File: src/rtl/ysyx_23060062_mem_arbiter_if.sv
// ysyx_23060062_mem_arbiter_if
// Bundles the IFU, LSU and memory-side signals of the shared memory port.
//   master : the arbiter view. It receives the requests and memory completions
//            and drives the responses and memory commands.
//   slave  : the environment view. It covers the IFU, the LSU and the memory model.
// Groups:
//   ifu_* : read-only fetch requests and responses
//   lsu_* : load/store requests and responses
//   mem_* : the single command/response channel to memory
interface ysyx_23060062_mem_arbiter_if;
  logic        ifu_req;
  logic [31:0] ifu_addr;
  logic        ifu_resp_valid;
  logic [31:0] ifu_rdata;
  logic        ifu_err;

  logic        lsu_req;
  logic        lsu_we;
  logic [31:0] lsu_addr;
  logic [31:0] lsu_wdata;
  logic [3:0]  lsu_wmask;
  logic        lsu_resp_valid;
  logic [31:0] lsu_rdata;
  logic        lsu_err;

  logic        mem_valid;
  logic        mem_we;
  logic [31:0] mem_addr;
  logic [31:0] mem_wdata;
  logic [3:0]  mem_wmask;
  logic        mem_resp_valid;
  logic [31:0] mem_rdata;

  modport master (
    input  ifu_req, ifu_addr,
    input  lsu_req, lsu_we, lsu_addr, lsu_wdata, lsu_wmask,
    input  mem_resp_valid, mem_rdata,
    output ifu_resp_valid, ifu_rdata, ifu_err,
    output lsu_resp_valid, lsu_rdata, lsu_err,
    output mem_valid, mem_we, mem_addr, mem_wdata, mem_wmask
  );

  modport slave (
    output ifu_req, ifu_addr,
    output lsu_req, lsu_we, lsu_addr, lsu_wdata, lsu_wmask,
    output mem_resp_valid, mem_rdata,
    input  ifu_resp_valid, ifu_rdata, ifu_err,
    input  lsu_resp_valid, lsu_rdata, lsu_err,
    input  mem_valid, mem_we, mem_addr, mem_wdata, mem_wmask
  );
endinterface

File: src/rtl/ysyx_23060062_mem_arbiter.sv
// ysyx_23060062_mem_arbiter
// Shares one memory port between the IFU (read-only) and the LSU (read/write).
// The arbiter runs one transaction at a time. Simultaneous requests are granted
// round-robin. A transaction that gets no memory response within TIMEOUT busy
// cycles is aborted and returns err=1.
// Ports:
//   clk : rising-edge clock
//   rst : asynchronous active-high reset
//   bus : ysyx_23060062_mem_arbiter_if.master, which carries the ifu_*, lsu_* and mem_* groups
// Every output is registered. Reset clears all outputs at once, so mem_valid
// drops in the same cycle that rst rises.
module ysyx_23060062_mem_arbiter #(
  parameter int TIMEOUT = 256
) (
  input  logic                               clk,
  input  logic                               rst,
  ysyx_23060062_mem_arbiter_if.master        bus
);

  localparam int              CNT_W    = $clog2(TIMEOUT);
  localparam logic [CNT_W-1:0] CNT_LAST = CNT_W'(TIMEOUT - 1);

  typedef enum logic [1:0] {S_IDLE, S_BUSY, S_DONE} state_t;
  typedef enum logic       {SRC_IFU, SRC_LSU}       src_t;

  state_t           state;
  src_t             owner;
  src_t             last;
  logic [CNT_W-1:0] cnt;

  logic        grant_lsu;
  logic        busy_end;
  logic [31:0] rsp_data;
  logic        rsp_err;

  // The LSU wins when it is the only requester, or when both request and the
  // IFU held the previous grant.
  always_comb begin
    grant_lsu = bus.lsu_req && (!bus.ifu_req || (last == SRC_IFU));
    busy_end  = bus.mem_resp_valid || (cnt == CNT_LAST);
    rsp_data  = (bus.mem_resp_valid && !bus.mem_we) ? bus.mem_rdata : 32'h0;
    // A response in the last counted cycle wins over the timeout.
    rsp_err   = !bus.mem_resp_valid;
  end

  always_ff @(posedge clk or posedge rst) begin
    if (rst) begin
      state              <= S_IDLE;
      owner              <= SRC_IFU;
      last               <= SRC_IFU;
      cnt                <= '0;
      bus.mem_valid      <= 1'b0;
      bus.mem_we         <= 1'b0;
      bus.mem_addr       <= 32'h0;
      bus.mem_wdata      <= 32'h0;
      bus.mem_wmask      <= 4'h0;
      bus.ifu_resp_valid <= 1'b0;
      bus.ifu_rdata      <= 32'h0;
      bus.ifu_err        <= 1'b0;
      bus.lsu_resp_valid <= 1'b0;
      bus.lsu_rdata      <= 32'h0;
      bus.lsu_err        <= 1'b0;
    end else begin
      case (state)
        S_IDLE: begin
          if (bus.ifu_req || bus.lsu_req) begin
            state         <= S_BUSY;
            cnt           <= '0;
            bus.mem_valid <= 1'b1;
            if (grant_lsu) begin
              owner         <= SRC_LSU;
              last          <= SRC_LSU;
              bus.mem_we    <= bus.lsu_we;
              bus.mem_addr  <= bus.lsu_addr;
              bus.mem_wdata <= bus.lsu_wdata;
              // Byte enables only mean something on writes.
              bus.mem_wmask <= bus.lsu_we ? bus.lsu_wmask : 4'h0;
            end else begin
              owner         <= SRC_IFU;
              last          <= SRC_IFU;
              bus.mem_we    <= 1'b0;
              bus.mem_addr  <= bus.ifu_addr;
              bus.mem_wdata <= 32'h0;
              bus.mem_wmask <= 4'h0;
            end
          end
        end

        S_BUSY: begin
          if (busy_end) begin
            state         <= S_DONE;
            bus.mem_valid <= 1'b0;
            bus.mem_we    <= 1'b0;
            bus.mem_wmask <= 4'h0;
            if (owner == SRC_LSU) begin
              bus.lsu_resp_valid <= 1'b1;
              bus.lsu_rdata      <= rsp_data;
              bus.lsu_err        <= rsp_err;
            end else begin
              bus.ifu_resp_valid <= 1'b1;
              bus.ifu_rdata      <= rsp_data;
              bus.ifu_err        <= rsp_err;
            end
          end else begin
            cnt <= cnt + CNT_W'(1);
          end
        end

        S_DONE: begin
          // The requester drops its req on this edge, so nothing is sampled here.
          bus.ifu_resp_valid <= 1'b0;
          bus.lsu_resp_valid <= 1'b0;
          state              <= S_IDLE;
        end

        default: begin
          state <= S_IDLE;
        end
      endcase
    end
  end

endmodule

File: src/flat_wrapper.sv
// flat-port wrapper written by rule: the top's interface ports become plain ports
module ysyx_23060062_mem_arbiter_flat 
#(
  parameter int TIMEOUT = 256
)
  (clk, rst, bus_ifu_req, bus_ifu_addr, bus_lsu_req, bus_lsu_we, bus_lsu_addr, bus_lsu_wdata, bus_lsu_wmask, bus_mem_resp_valid, bus_mem_rdata, bus_ifu_resp_valid, bus_ifu_rdata, bus_ifu_err, bus_lsu_resp_valid, bus_lsu_rdata, bus_lsu_err, bus_mem_valid, bus_mem_we, bus_mem_addr, bus_mem_wdata, bus_mem_wmask);
  ysyx_23060062_mem_arbiter_if bus_i ();
  input  logic clk;
  input  logic rst;
  input wire logic [$bits(bus_i.ifu_req)-1:0] bus_ifu_req;
  input wire logic [$bits(bus_i.ifu_addr)-1:0] bus_ifu_addr;
  input wire logic [$bits(bus_i.lsu_req)-1:0] bus_lsu_req;
  input wire logic [$bits(bus_i.lsu_we)-1:0] bus_lsu_we;
  input wire logic [$bits(bus_i.lsu_addr)-1:0] bus_lsu_addr;
  input wire logic [$bits(bus_i.lsu_wdata)-1:0] bus_lsu_wdata;
  input wire logic [$bits(bus_i.lsu_wmask)-1:0] bus_lsu_wmask;
  input wire logic [$bits(bus_i.mem_resp_valid)-1:0] bus_mem_resp_valid;
  input wire logic [$bits(bus_i.mem_rdata)-1:0] bus_mem_rdata;
  output wire logic [$bits(bus_i.ifu_resp_valid)-1:0] bus_ifu_resp_valid;
  output wire logic [$bits(bus_i.ifu_rdata)-1:0] bus_ifu_rdata;
  output wire logic [$bits(bus_i.ifu_err)-1:0] bus_ifu_err;
  output wire logic [$bits(bus_i.lsu_resp_valid)-1:0] bus_lsu_resp_valid;
  output wire logic [$bits(bus_i.lsu_rdata)-1:0] bus_lsu_rdata;
  output wire logic [$bits(bus_i.lsu_err)-1:0] bus_lsu_err;
  output wire logic [$bits(bus_i.mem_valid)-1:0] bus_mem_valid;
  output wire logic [$bits(bus_i.mem_we)-1:0] bus_mem_we;
  output wire logic [$bits(bus_i.mem_addr)-1:0] bus_mem_addr;
  output wire logic [$bits(bus_i.mem_wdata)-1:0] bus_mem_wdata;
  output wire logic [$bits(bus_i.mem_wmask)-1:0] bus_mem_wmask;
  assign bus_i.ifu_req = bus_ifu_req;
  assign bus_i.ifu_addr = bus_ifu_addr;
  assign bus_i.lsu_req = bus_lsu_req;
  assign bus_i.lsu_we = bus_lsu_we;
  assign bus_i.lsu_addr = bus_lsu_addr;
  assign bus_i.lsu_wdata = bus_lsu_wdata;
  assign bus_i.lsu_wmask = bus_lsu_wmask;
  assign bus_i.mem_resp_valid = bus_mem_resp_valid;
  assign bus_i.mem_rdata = bus_mem_rdata;
  assign bus_ifu_resp_valid = bus_i.ifu_resp_valid;
  assign bus_ifu_rdata = bus_i.ifu_rdata;
  assign bus_ifu_err = bus_i.ifu_err;
  assign bus_lsu_resp_valid = bus_i.lsu_resp_valid;
  assign bus_lsu_rdata = bus_i.lsu_rdata;
  assign bus_lsu_err = bus_i.lsu_err;
  assign bus_mem_valid = bus_i.mem_valid;
  assign bus_mem_we = bus_i.mem_we;
  assign bus_mem_addr = bus_i.mem_addr;
  assign bus_mem_wdata = bus_i.mem_wdata;
  assign bus_mem_wmask = bus_i.mem_wmask;
  ysyx_23060062_mem_arbiter #(.TIMEOUT(TIMEOUT)) u_core (.clk(clk), .rst(rst), .bus(bus_i));
endmodule
File: config.mk
export PLATFORM = sky130hd
export DESIGN_NAME = ysyx_23060062_mem_arbiter_flat
export DESIGN_NICKNAME = d
export VERILOG_FILES = /design/src/rtl/ysyx_23060062_mem_arbiter_if.sv /design/src/rtl/ysyx_23060062_mem_arbiter.sv /design/src/flat_wrapper.sv
export SDC_FILE = /design/constraint.sdc
export NUM_CORES = 1
export LEC_CHECK = 0
export ABC_AREA = 1
export BUFFER_PORTS_ARGS = -buffer_cell sky130_fd_sc_hd__buf_2
export CORE_MARGIN = 8
export CORE_UTILIZATION = 52
export CTS_BUF_LIST = sky130_fd_sc_hd__clkbuf_2
export DETAILED_ROUTE_END_ITERATION = 12
export GPL_TIMING_DRIVEN = 0
export HOLD_SLACK_MARGIN = 0.06
export PLACE_DENSITY_LB_ADDON = 0.08
export SYNTH_ARGS = -nofsm -noshare
export SYNTH_HDL_FRONTEND = slang
export SYNTH_SLANG_ARGS = --single-unit
File: constraint.sdc
create_clock -name clk -period 10.7 [get_ports clk]
set_clock_uncertainty 0.1 [all_clocks]
set_input_delay 1.605 -clock clk [delete_from_list [all_inputs] [get_ports clk]]
set_output_delay 1.605 -clock clk [all_outputs]
set_load 0.01 [all_outputs]
# After elaboration in Yosys (flattened, before gate mapping)

Cells that the tools add are included.

Flip-flop bits (word level): 149
Input bits: 138
Output and inout bits: 138
Logic and storage cells: 70

Add/subtract/negate cells: 1
Equal/unequal tests: 8
Mux-type cells: 27
Bitwise logic cells: 1
Reduce and logical (&&, ||, !) cells: 19

Operator list:

| kind                                                  | count |
|---|---|
| 2-to-1 mux 32 bit                                     | 3 |
| AND reduction 3 bit                                   | 6 |
| 2-to-1 mux 4 bit                                      | 4 |
| 2-to-1 mux 8 bit                                      | 2 |
| case mux 8 bit (2 select lines)                       | 1 |
| 2-to-1 mux 1 bit                                      | 9 |
| adder 8 x 1 -> 8 bit, second input constant           | 1 |
| == test 8 bit, second input constant                  | 1 |
| case mux 1 bit (2 select lines)                       | 4 |
| case mux 4 bit (2 select lines)                       | 1 |
| inequality test 2 x 1 -> 1 bit, second input constant | 3 |
| 2-to-1 mux 2 bit                                      | 2 |
| inequality test 2 bit, second input constant          | 2 |
| case mux 2 bit (2 select lines)                       | 1 |
| AND reduction 2 bit                                   | 2 |
| nonzero test 2 bit                                    | 2 |
| logical NOT 1 bit                                     | 3 |
| logical OR 1 bit                                      | 3 |
| == test 2 x 1 -> 1 bit, second input constant         | 1 |
| == test 2 bit, second input constant                  | 1 |
| logical AND 1 bit                                     | 2 |
| logical NOT 2 bit                                     | 1 |
| inverter 1 bit                                        | 1 |

# Depth between registers and ports, before layout

Word-level depth: 6
Gate-level depth with buffers: 10
Mapped depth without buffers: 9

# Worst setup path after synthesis

No wires, ideal clock.

Path type: input to register
Start: input port bus_ifu_req
End: register u_core.bus.mem_wdata[0]
Setup time: 66 ps
Data arrival time: 2419 ps
Required time: 10534 ps
Slack: 8115 ps
Cell stages on the path: 5
Buffers on the path: 2
Cell sequence: o21ai_1 -> buf_4 -> clkbuf_1 -> nand2_1 -> nand2_1

Cells in the longest elaborated chain, start to end: 4
Elaborated cells between the ends (all ways): 6
Those cells by class: 1 x mux; 5 x reduce/logical

RTL lines:

| what                 | RTL line                           | text |
|---|---|---|
| from (decl)          | flat_wrapper.sv:10                 | `input wire logic [$bits(bus_i.ifu_req)-1:0] bus_ifu_req;` |
| logical NOT 1 bit    | ysyx_23060062_mem_arbiter.sv:39    | `grant_lsu = bus.lsu_req && (!bus.ifu_req \|\| (last == SRC_IFU));` |
| logical OR 1 bit     | ysyx_23060062_mem_arbiter.sv:39    |  |
| logical AND 1 bit    | ysyx_23060062_mem_arbiter.sv:39    |  |
| 2-to-1 mux 32 bit    | ysyx_23060062_mem_arbiter.sv:70    | `if (grant_lsu) begin` |
| to (signal assigned) | ysyx_23060062_mem_arbiter.sv:75    | `bus.mem_wdata <= bus.lsu_wdata;` |
| to (decl)            | ysyx_23060062_mem_arbiter_if.sv:40 | `output mem_valid, mem_we, mem_addr, mem_wdata, mem_wmask` |

Parallel ways exist; a longest one is shown, timed or not.
A chain may end at the register's enable or synchronous reset.

# Worst setup path in the final report

Start: register u_core.bus.mem_we
End: output port bus_mem_we

RTL lines:

| what                   | RTL line                           | text |
|---|---|---|
| from (decl)            | ysyx_23060062_mem_arbiter_if.sv:40 |  |
| from (signal assigned) | ysyx_23060062_mem_arbiter.sv:73    | `bus.mem_we <= bus.lsu_we;` |
| to (decl)              | flat_wrapper.sv:26                 | `output wire logic [$bits(bus_i.mem_we)-1:0] bus_mem_we;` |

No word-level cell between the ends.

==> results.md <==
- Data arrival, critical path: 1280 ps
- Layout net count: 1150
- Via count: 5952
- Die width: between 100 and 150 µm
- TritonCTS buffer count: 17
- Hold Fails Final Rpt: 0
- Num ports: about 280
- Tmin final: ~3000 ps
- Seq cells post-synth: 149
- Top sig layer: met5
- Syn avg cell area: 8.87 µm²
- Overflow after GRT: 0
- Largest area contributor in the netlist: dfrtp_1
- Crit-path cells: buf_2
- Worst Path Buf+Inv: 1
- I/O Buffers: around 280
- CTS Hold Bufs: 0
- Mapped cell area: 6320 µm²
- FF/Latch Area: 3730 µm²
- Final wirelength: about 20000 µm
- R2R setup slack: 8630 ps
- Crit path depth: 1
- Maxcap violations: 0
- Clock Latency Late Sink: 660 ps
- Met3 wire len: around 1700 µm
- First-pass DRT Iterations: 7
- Worst setup path endpoint: bus_mem_we
- RR Startpoint: u_core.state[0]
- Syn. warnings: 0
- Clock slew at reported path FFs: 190 ps
- Outcome: complete, no violations
- RD Place Congestion: 0.814
- CP max stage cell: dfrtp_1
- Number of synthesized flops with an enable pin: 0
- Clock root buffer: clkbuf_2
- TritonCTS Sinks: 149
- Final Slew Violations: 0
- Vias in the first global route: around 6000
- Routed wire per std cell: 16.7 µm
- Synth-to-Final Area Change: 29.0%
- Hold WC Path Type: register to register
- Detail Placement HPWL: 14900 µm
- Worst Path Required: 9000 ps
- Crit end category: output pin
- Row Count: 40
- # setup viols final: 0
- Sum Neg Setup Slack: 0 ps
- Worst IR Drop VDD: 0.000142 V
- Critical path launch point type: register
- Crit path launch: u_core.bus.mem_we
- LEAKAGE: ~4.5 nW
- Ys flop type: dfrtp_1
- Tightest Pin Transition: approximately 530 ps
- DRT iter0 DRCs: roughly 420
- Relative slew margins: 64.4%
- Die Area: 15900 µm²
- Tcrit/Tclk final: 27.9%
- CTS tree: done
- Met1 WL: between 7000 and 8000 µm
- Final ANT Viol Nets: 0
- Die Ht: 126 µm
- Initial Util: around 53%
- Clk buf depth: 2
- Sequential area share after synthesis: 59.0%
- Share of cells above drive strength 1: between 30% and 40%
- Post-CTS setup buffer count: 0
- CP Class: register to output pin
- Reg2Reg Depth: 8
- Synth Instances: 713
- CTS HTree Levels: 4
- RSZ-0062 raised after global routing: no
- CP Max Fanout: 3
- Multi-input logic area: between 2000 and 2500 µm²
- Most frequent cell after synthesis: nand2_1
- Initial antenna violation count: 2
- DRC Markers: 0
- Most frequent cells after synthesis: 244 x nand2_1, 149 x dfrtp_1, 66 x o21ai_0
- Share of the synthesized area in the top cell type: 59.0%
- GRT Total Usage: between 20% and 30%
- Post-CTS sizing: 0
- Share of flip-flops with an asynchronous set or reset: 100%
- Largest net degree at the start of global routing: 93
- Area contributors post-synth: dfrtp_1 59%, nand2_1 14%, o21ai_0 5.2%
- Vias/cell: 5.09
- Fmax: 335 MHz
- Core Area: 12000 µm²
- PwrDens: 269 nW/µm²
- Hold_ws: 402 ps
- Met2 wire length: 9630 µm
- First-pass GRT wire length: 31300 µm
- Post-Syn Nets: 855
- RR Endpoint: u_core.bus.mem_addr[3]
- Netlist cell types: 22
- CP max stage delay: 460 ps
- Fillcell total: 1036
- Crit path max-delay family: flip-flops
-- sequential cells by signal, summed over array words and instances (netlist names), 2 cells and up --
register              flops
u_core.bus.ifu_rdata     32
u_core.bus.lsu_rdata     32
u_core.bus.mem_addr      32
u_core.bus.mem_wdata     32
u_core.cnt                8
u_core.bus.mem_wmask      4
u_core.state              2
-- final cells by class --
| cell class | instances | share of cell area, % |
|---|---|---|
| multi-input combinational | 502 | 27.9 |
| antenna | 1 | 0.0307 |
| buffer | 44 | 3.07 |
| clock buffer | 20 | 1.23 |
| timing repair buffer | 276 | 17.2 |
| tap | 147 | 2.25 |
| sequential | 149 | 45.7 |
| inverter | 18 | 0.890 |
| clock inverter | 12 | 1.67 |
-- where the power goes --
group | leakage (nW) | switching (mW) | internal, mW
combinational | 2.39 | 0.596 | 0.359
sequential | 1.93 | 0.131 | 0.792
clock | 0.146 | 0.190 | 0.129
total | 4.46 | 0.917 | 1.28
-- kinds of logic after synthesis --
group	synth area share, %
flip-flops	59.0
buffers and inverters	5.02
adder cells (fa/ha/maj)	0.791
AO/OA/AOI/OAI	12.2
AND/OR/NAND/NOR	23.0
-- layout by cell type (no fill, tap or decap), drive strengths merged --
| cell | synthesis | routed |
|---|---|---|
| buf | 25 | 301 |
| nand2 | 256 | 256 |
| dfrtp | 149 | 149 |
| o21ai | 141 | 141 |
| nor2 | 46 | 46 |
| nand3 | 43 | 43 |
| clkbuf | 19 | 39 |
| inv | 18 | 18 |
| nand4 | 7 | 7 |
| clkinv | 0 | 7 |
| ha | 4 | 4 |
| nor3b | 3 | 3 |
| bufinv | 0 | 3 |
| clkinvlp | 0 | 2 |
| diode | 0 | 1 |
| a21oi | 1 | 1 |
| o21bai | 1 | 1 |
-- routing by layer --
| layer | up-vias | GRT usage (%) |
|---|---|---|
| li1 | 2910 | - |
| met1 | 2773 | 28.9 |
| met2 | 241 | 41.6 |
| met3 | 26 | 9.49 |
| met4 | 2 | 6.79 |
| met5 | - | 0 |
-- through the flow --
stage	utilization [%]	setup slack [ps]	power, mW	cells	area, µm²
2_1_floorplan	-	4990	1.47	713	6320
3_3_place_gp	65.9	3310	1.88	1135	7890
3_5_place_dp	66.2	7450	1.90	1136	7920
4_1_cts	68.2	7660	2.22	1168	8150
5_1_grt	68.2	7610	2.37	1169	8160
6_report	68.2	7710	2.20	1169	8160
-- worst min-delay path by stage --
stage	cells after the start	startpoint	endpoint	slack (ps)
floorplan	2	u_core.state[1]	u_core.state[1]	380
CTS	2	u_core.bus.mem_wdata[20]	u_core.bus.mem_wdata[20]	410
finish	2	u_core.bus.mem_wdata[23]	u_core.bus.mem_wdata[23]	400
global placement	2	u_core.bus.lsu_resp_valid	u_core.bus.lsu_resp_valid	350
global route	2	u_core.bus.mem_wdata[9]	u_core.bus.mem_wdata[9]	420
detailed placement	2	u_core.bus.ifu_resp_valid	u_core.bus.ifu_resp_valid	360
Note: power is estimated with default switching activity, not from simulation.
